`config.mk`:
```
export PLATFORM = sky130hd
export DESIGN_NAME = bcd_key_entry
export DESIGN_NICKNAME = d
export VERILOG_FILES = /design/src/rtl/bcd_key_entry.sv
export SDC_FILE = /design/constraint.sdc
export NUM_CORES = 1
export LEC_CHECK = 0
export BUFFER_PORTS_ARGS = -buffer_cell sky130_fd_sc_hd__buf_2
export CORE_MARGIN = 5
export CORE_UTILIZATION = 35
export CTS_CLUSTER_SIZE = 28
export DETAILED_ROUTE_END_ITERATION = 10
export MAX_ROUTING_LAYER = met4
export PLACE_DENSITY = 0.55
export SETUP_SLACK_MARGIN = 0.05
export SLEW_MARGIN = 0
export SYNTH_ARGS = -nofsm -noshare
export SYNTH_HDL_FRONTEND = slang
export SYNTH_SLANG_ARGS = --single-unit
```
`constraint.sdc`:
```
create_clock -name clk -period 7.7 [get_ports clk]
set_input_delay 0.77 -clock clk [delete_from_list [all_inputs] [get_ports clk]]
set_output_delay 0.77 -clock clk [all_outputs]
set_load 0.01 [all_outputs]
```
`src/rtl/bcd_key_entry.sv`:
```
// bcd_key_entry
// Keypad entry accumulator for the calculator input unit. It collects decoded
// key presses into a signed operand of up to three digits. Entry is limited to
// the signed 8-bit range -128..+127. The operand is shown as packed BCD, with
// nibble E as a minus marker just left of the most significant digit. A
// finished operand is handed downstream with a valid/ready handshake.
//
// Ports
//   clk         system clock, rising edge
//   rst_n       asynchronous active-low reset
//   key_valid   one-cycle strobe qualifying key_code
//   key_code    0-9 digit, or one of the KEY_* control codes; other codes ignored
//   out_ready   downstream accepts the finalised operand
//   bcd         live packed-BCD operand with sign marker
//   out_valid   operand finalised; bcd frozen until out_ready is sampled
//   digit_count significant digits entered, 0..3
//   neg         sign flag
//   key_err     one-cycle pulse for a rejected key
//
// state     | meaning
// ----------+-----------------------------------------------------------
// ST_EMPTY  | nothing entered: count=0, neg=0
// ST_ENTRY  | digits and/or sign being edited
// ST_LOCKED | operand finalised, out_valid high, waiting for out_ready

module bcd_key_entry #(
    parameter logic [3:0]  KEY_MINUS = 4'hA,
    parameter logic [3:0]  KEY_BACK  = 4'hB,
    parameter logic [3:0]  KEY_CLEAR = 4'hC,
    parameter logic [3:0]  KEY_ENTER = 4'hF,
    parameter int unsigned MAX_POS   = 127,
    parameter int unsigned MAX_NEG   = 128
) (
    input  logic        clk,
    input  logic        rst_n,
    input  logic        key_valid,
    input  logic [3:0]  key_code,
    input  logic        out_ready,
    output logic [15:0] bcd,
    output logic        out_valid,
    output logic [1:0]  digit_count,
    output logic        neg,
    output logic        key_err
);

    typedef enum logic [1:0] {
        ST_EMPTY  = 2'd0,
        ST_ENTRY  = 2'd1,
        ST_LOCKED = 2'd2
    } state_t;

    state_t      state_q, state_d;
    logic [3:0]  d2_q, d2_d;
    logic [3:0]  d1_q, d1_d;
    logic [3:0]  d0_q, d0_d;
    logic [1:0]  count_q, count_d;
    logic        neg_q, neg_d;
    logic        out_valid_q, out_valid_d;
    logic        key_err_q, key_err_d;
    logic [15:0] bcd_q;

    logic        is_digit;
    logic [9:0]  cand;
    logic [9:0]  mag;
    logic [9:0]  limit;

    // The minus marker occupies the nibble just above the top significant digit.
    function automatic logic [15:0] compose(input logic [1:0] cnt, input logic n,
                                            input logic [3:0] a, input logic [3:0] b,
                                            input logic [3:0] c);
        logic [3:0] sm;
        sm = n ? 4'hE : 4'h0;
        case (cnt)
            2'd3:    compose = {sm, a, b, c};
            2'd2:    compose = {4'h0, sm, b, c};
            2'd1:    compose = {8'h00, sm, c};
            default: compose = {12'h000, sm};
        endcase
    endfunction

    assign is_digit = (key_code <= 4'd9);
    // Candidate value when a third digit is appended to the current two.
    assign cand  = ({6'd0, d1_q} * 10'd100) + ({6'd0, d0_q} * 10'd10) + {6'd0, key_code};
    assign mag   = ({6'd0, d2_q} * 10'd100) + ({6'd0, d1_q} * 10'd10) + {6'd0, d0_q};
    assign limit = neg_q ? MAX_NEG[9:0] : MAX_POS[9:0];

    always_comb begin
        state_d     = state_q;
        d2_d        = d2_q;
        d1_d        = d1_q;
        d0_d        = d0_q;
        count_d     = count_q;
        neg_d       = neg_q;
        out_valid_d = out_valid_q;
        key_err_d   = 1'b0;

        if (state_q == ST_LOCKED) begin
            // Keys are dropped while locked, even on the accept edge.
            if (out_ready) begin
                state_d     = ST_EMPTY;
                d2_d        = 4'h0;
                d1_d        = 4'h0;
                d0_d        = 4'h0;
                count_d     = 2'd0;
                neg_d       = 1'b0;
                out_valid_d = 1'b0;
            end
        end else if (key_valid) begin
            if (is_digit) begin
                case (count_q)
                    2'd0: begin
                        // Leading zero leaves the entry untouched.
                        if (key_code != 4'd0) begin
                            d0_d    = key_code;
                            count_d = 2'd1;
                            state_d = ST_ENTRY;
                        end
                    end
                    2'd1: begin
                        d1_d    = d0_q;
                        d0_d    = key_code;
                        count_d = 2'd2;
                        state_d = ST_ENTRY;
                    end
                    2'd2: begin
                        if (cand <= limit) begin
                            d2_d    = d1_q;
                            d1_d    = d0_q;
                            d0_d    = key_code;
                            count_d = 2'd3;
                        end else begin
                            key_err_d = 1'b1;
                        end
                    end
                    default: key_err_d = 1'b1;
                endcase
            end else if (key_code == KEY_MINUS) begin
                // Going positive from a magnitude only legal when negative is refused.
                if (neg_q && (mag > MAX_POS[9:0])) begin
                    key_err_d = 1'b1;
                end else begin
                    neg_d   = ~neg_q;
                    state_d = (count_q == 2'd0 && neg_q) ? ST_EMPTY : ST_ENTRY;
                end
            end else if (key_code == KEY_BACK) begin
                if (count_q != 2'd0) begin
                    d0_d    = d1_q;
                    d1_d    = d2_q;
                    d2_d    = 4'h0;
                    count_d = count_q - 2'd1;
                    state_d = (count_q == 2'd1 && !neg_q) ? ST_EMPTY : ST_ENTRY;
                end else if (neg_q) begin
                    neg_d   = 1'b0;
                    state_d = ST_EMPTY;
                end
            end else if (key_code == KEY_CLEAR) begin
                d2_d    = 4'h0;
                d1_d    = 4'h0;
                d0_d    = 4'h0;
                count_d = 2'd0;
                neg_d   = 1'b0;
                state_d = ST_EMPTY;
            end else if (key_code == KEY_ENTER) begin
                state_d     = ST_LOCKED;
                out_valid_d = 1'b1;
            end
        end
    end

    always_ff @(posedge clk or negedge rst_n) begin
        if (!rst_n) begin
            state_q     <= ST_EMPTY;
            d2_q        <= 4'h0;
            d1_q        <= 4'h0;
            d0_q        <= 4'h0;
            count_q     <= 2'd0;
            neg_q       <= 1'b0;
            out_valid_q <= 1'b0;
            key_err_q   <= 1'b0;
            bcd_q       <= 16'h0000;
        end else begin
            state_q     <= state_d;
            d2_q        <= d2_d;
            d1_q        <= d1_d;
            d0_q        <= d0_d;
            count_q     <= count_d;
            neg_q       <= neg_d;
            out_valid_q <= out_valid_d;
            key_err_q   <= key_err_d;
            bcd_q       <= compose(count_d, neg_d, d2_d, d1_d, d0_d);
        end
    end

    assign bcd         = bcd_q;
    assign out_valid   = out_valid_q;
    assign digit_count = count_q;
    assign neg         = neg_q;
    assign key_err     = key_err_q;

endmodule

```
==> flow_summary.toml <==
[outcome]
status = "completed"

[detailed_routing]
wl_per_cell_microns = 17.24
drc_errors = 0
drtIter0Drc = 220
routed_wl_microns = 9859
firstDrtPassIters = 5
via_count = 3201
via_per_inst = 5.596
ant_nets = 0

[yosys]
synth_edf_count = 0
synth.yosys.seq_area_share = 0.2197
syn_area_sq_mm = 0.003645
synth_nets = 496
ys_ff_latch = 32
synth_top_flop_cell = "dfrtp_1"
async_flop_share = 1.000
postSynthCellCount = 419
ys_types = 70
synth_warnings = 0
avgSynthCellArea_sq_um = 8.699

[cts]
postCtsSetupBuffers = 0
cts.sink_count = 32
postCtsHoldBufs = 0
clk_pin_slew_ns = 0.07
cts_tree = "done"
ctsLongestPathBuffers = 2
clk_latency_ns = 0.29
htreeDepth = 2
cts-root-buf = "clkbuf_8"
cts_inserted_buffers = 5
cts_resized = 0

[critical_path]
rrSetupSlack_ns = 2.84
cp.arrival_ns = 5.03
cp-start-kind = "register"
crit_chain = "ha_1 > ha_1 > fa_1 > xor2_1 > ha_1 > ha_1 > o21a_1 > o31ai_2 > a21boi_0 > ha_1 > o21a_1 > o22ai_1 > a31oi_1 > a211o_4 > nor3_4 > a211o_2 > and4bb_4 > a21o_1"
rr_worst_depth = 18
crit_buf_inv = 0
cp_common_cell = "ha_1"
critPathMaxStageDelay_ns = 0.61
timing.rr.end = "bcd[3]"
end_kind = "register"
crit_family = "adder cells"
r2r-start = "d0_q[1]"
critPathRequiredTime_ns = 7.87
critPathSlowestCell = "dfrtp_1"
crit_type = "register to register"
cp_max_fo = 11

[pwr]
power_density_mw_per_mm2 = 328.6
total_power_uw = 1299
power_leakage_uw = 0.002021
ir_drop_uv = 178.7

[timing]
fin_skew_ns = 0.01235
worst_hold_slack_ns = 0.4908
max_slew_margin = 0.5427
hold_viol_final = 0
fmax_mhz = 205.9
finalSetupViolations = 0
tns_ns = 0
post-route-period-util = 0.6308
setup_slack_ns = 2.843
period_needed_ns = 4.857
maxSlewViolCount = 0
worst_pin_slew_ns = 0.6860
grt_setup_unrepaired = "no"

[floorplanning]
start_util = 0.3562
core_sq_mm = 0.01023
die_y_microns = 112.0
dieArea_sq_mm = 0.01255
core.rowCount = 37
die_x_microns = 112.0
ioPinCount = 29

[global_route]
grt_pass1_wl_microns = 16160
grt_max_degree = 33
grt.overflow.total = 0
grt_pass1_vias = 3133
antenna_found_initial = 0
grt_util_all_layers = 0.1620

[placement]
postPlaceCellArea_sq_mm = 0.003859
dpl.hpwl_microns = 7812
port-buffer-count = 27
gp_congestion = 0.8954
post-place-ws_ns = 2.747

[min_path]
hp-class = "register to register"
worstHoldStart = "out_valid"
holdPathStages = 1
min_to = "out_valid"

[final_layout]
drive_gt1_frac = 0.1261
num-fill-cells = 1049
diodes = 0
area_growth_pct = 8.411
final_area_sq_mm = 0.003951
num-nets-final = 512

[job]
maxCapViolCount = 0
where the power goes:
part | internal, uW | total (uW) | switching (uW)
Clock | 63.9 | 130 | 65.7
Sequential | 213 | 281 | 68.6
Combinational | 364 | 888 | 523
stage by stage:
stage | cells | util
4_1_cts | 572 | 0.3862
3_5_place_dp | 564 | 0.3772
6_report | 572 | 0.3862
3_3_place_gp | 564 | 0.3772
2_1_floorplan | 419 | -
5_1_grt | 572 | 0.3862
worst max path at each step:
stage                            from      to  slack (ns)  cells past startpoint
final                         d0_q[1]  bcd[3]        2.84                     18
after floorplan               d0_q[1]  bcd[0]        3.36                     17
after global routing          d0_q[1]  bcd[3]        2.55                     17
after detailed placement  key_code[3]  bcd[3]        2.75                     17
after CTS                     d0_q[1]  bcd[3]        2.81                     18
after global placement    key_code[3]  bcd[2]        2.84                     17
metal layers:
layer	part of all wire	global-route usage
met1	0.46	0.2142
met4	0.014	0.02644
met2	0.48	0.2706
met3	0.045	0.02210
met5	0	-
cell families (layout without fill, tap and decap cells):
family          after synthesis  count (layout)  synth area share
simple gates                112             112            0.1617
xor+xnor                     15              15           0.04120
mux                           6               6           0.01751
fa+ha+maj                    69              69            0.2575
other cells                   1               1          0.001029
compound gates              125             125            0.2331
buf+inv                      59              76           0.06831
flops                        32              32            0.2197
state kept, by name, indices dropped and copies added (netlist names):
register and flops:
state_q 2, out_valid 1, neg 1, bcd 13, digit_count 2, d2_q 4, d0_q 4, d1_q 4
key_err 1
placed cells by master, fill, tap and decap left out, types with 3 or more instances in the layout:
master | Yosys | final
ha_1 | 59 | 59
inv_1 | 40 | 40
a21oi_1 | 34 | 34
dfrtp_1 | 32 | 32
nand2_1 | 31 | 31
buf_2 | 4 | 27
nor2_1 | 26 | 26
o21ai_0 | 19 | 19
xnor2_1 | 11 | 11
nor3_1 | 11 | 11
nand3_1 | 11 | 11
fa_1 | 10 | 10
a21o_1 | 9 | 9
a22oi_1 | 9 | 9
o21ai_1 | 5 | 5
nor2b_1 | 5 | 5
clkbuf_8 | 0 | 5
nand4_1 | 4 | 4
o31ai_1 | 4 | 4
o21a_1 | 3 | 3
a211oi_1 | 3 | 3
xor2_1 | 3 | 3
nand2b_1 | 3 | 3
mux2i_1 | 3 | 3
o21bai_1 | 3 | 3
a31oi_1 | 3 | 3
o211ai_1 | 3 | 3
a222oi_1 | 3 | 3
synthesized netlist by cell type, drive strengths merged (2+ instances only):
| master | instances | area, sq um |
|---|---|---|
| a222oi | 3 | 30.03 |
| fa | 10 | 200.2 |
| o211ai | 3 | 22.52 |
| xnor2 | 12 | 123.9 |
| a31oi | 3 | 18.77 |
| o2111ai | 2 | 17.52 |
| a41oi | 2 | 17.52 |
| mux2 | 3 | 33.78 |
| o22ai | 3 | 25.02 |
| nand2b | 3 | 18.77 |
| nand4 | 4 | 25.02 |
| o41ai | 2 | 17.52 |
| xor2 | 3 | 26.28 |
| buf | 9 | 61.31 |
| a211o | 4 | 45.05 |
| nand3b | 2 | 15.01 |
| nor2 | 28 | 115.1 |
| nor4 | 3 | 31.28 |
| o21bai | 4 | 33.78 |
| o21ai | 24 | 120.1 |
| nand3 | 11 | 55.05 |
| dfrtp | 32 | 800.8 |
| nand2 | 31 | 116.4 |
| a21oi | 34 | 170.2 |
| o22a | 2 | 17.52 |
| a221oi | 2 | 17.52 |
| mux2i | 3 | 30.03 |
| a21o | 9 | 67.56 |
| a22oi | 9 | 67.56 |
| o21a | 3 | 22.52 |
| a211oi | 4 | 35.03 |
| o31ai | 5 | 42.54 |
| or2 | 2 | 12.51 |
| nor3 | 12 | 71.32 |
| nor2b | 6 | 45.04 |
| inv | 40 | 150.1 |
| and2 | 3 | 18.77 |
| and3 | 2 | 12.51 |
| ha | 59 | 738.2 |
| clkbuf | 10 | 37.54 |
area by class of cell:
class	instances	area (sq um)	area share
multi-input combinational	328	2595	0.6567
tap	136	170.2	0.04307
clock inverter	3	23.77	0.006016
timing repair buffer	28	142.6	0.03610
sequential	32	800.8	0.2027
inverter	40	150.1	0.03800
clock buffer	5	68.82	0.01742
Power figures use the tool's default switching activity.
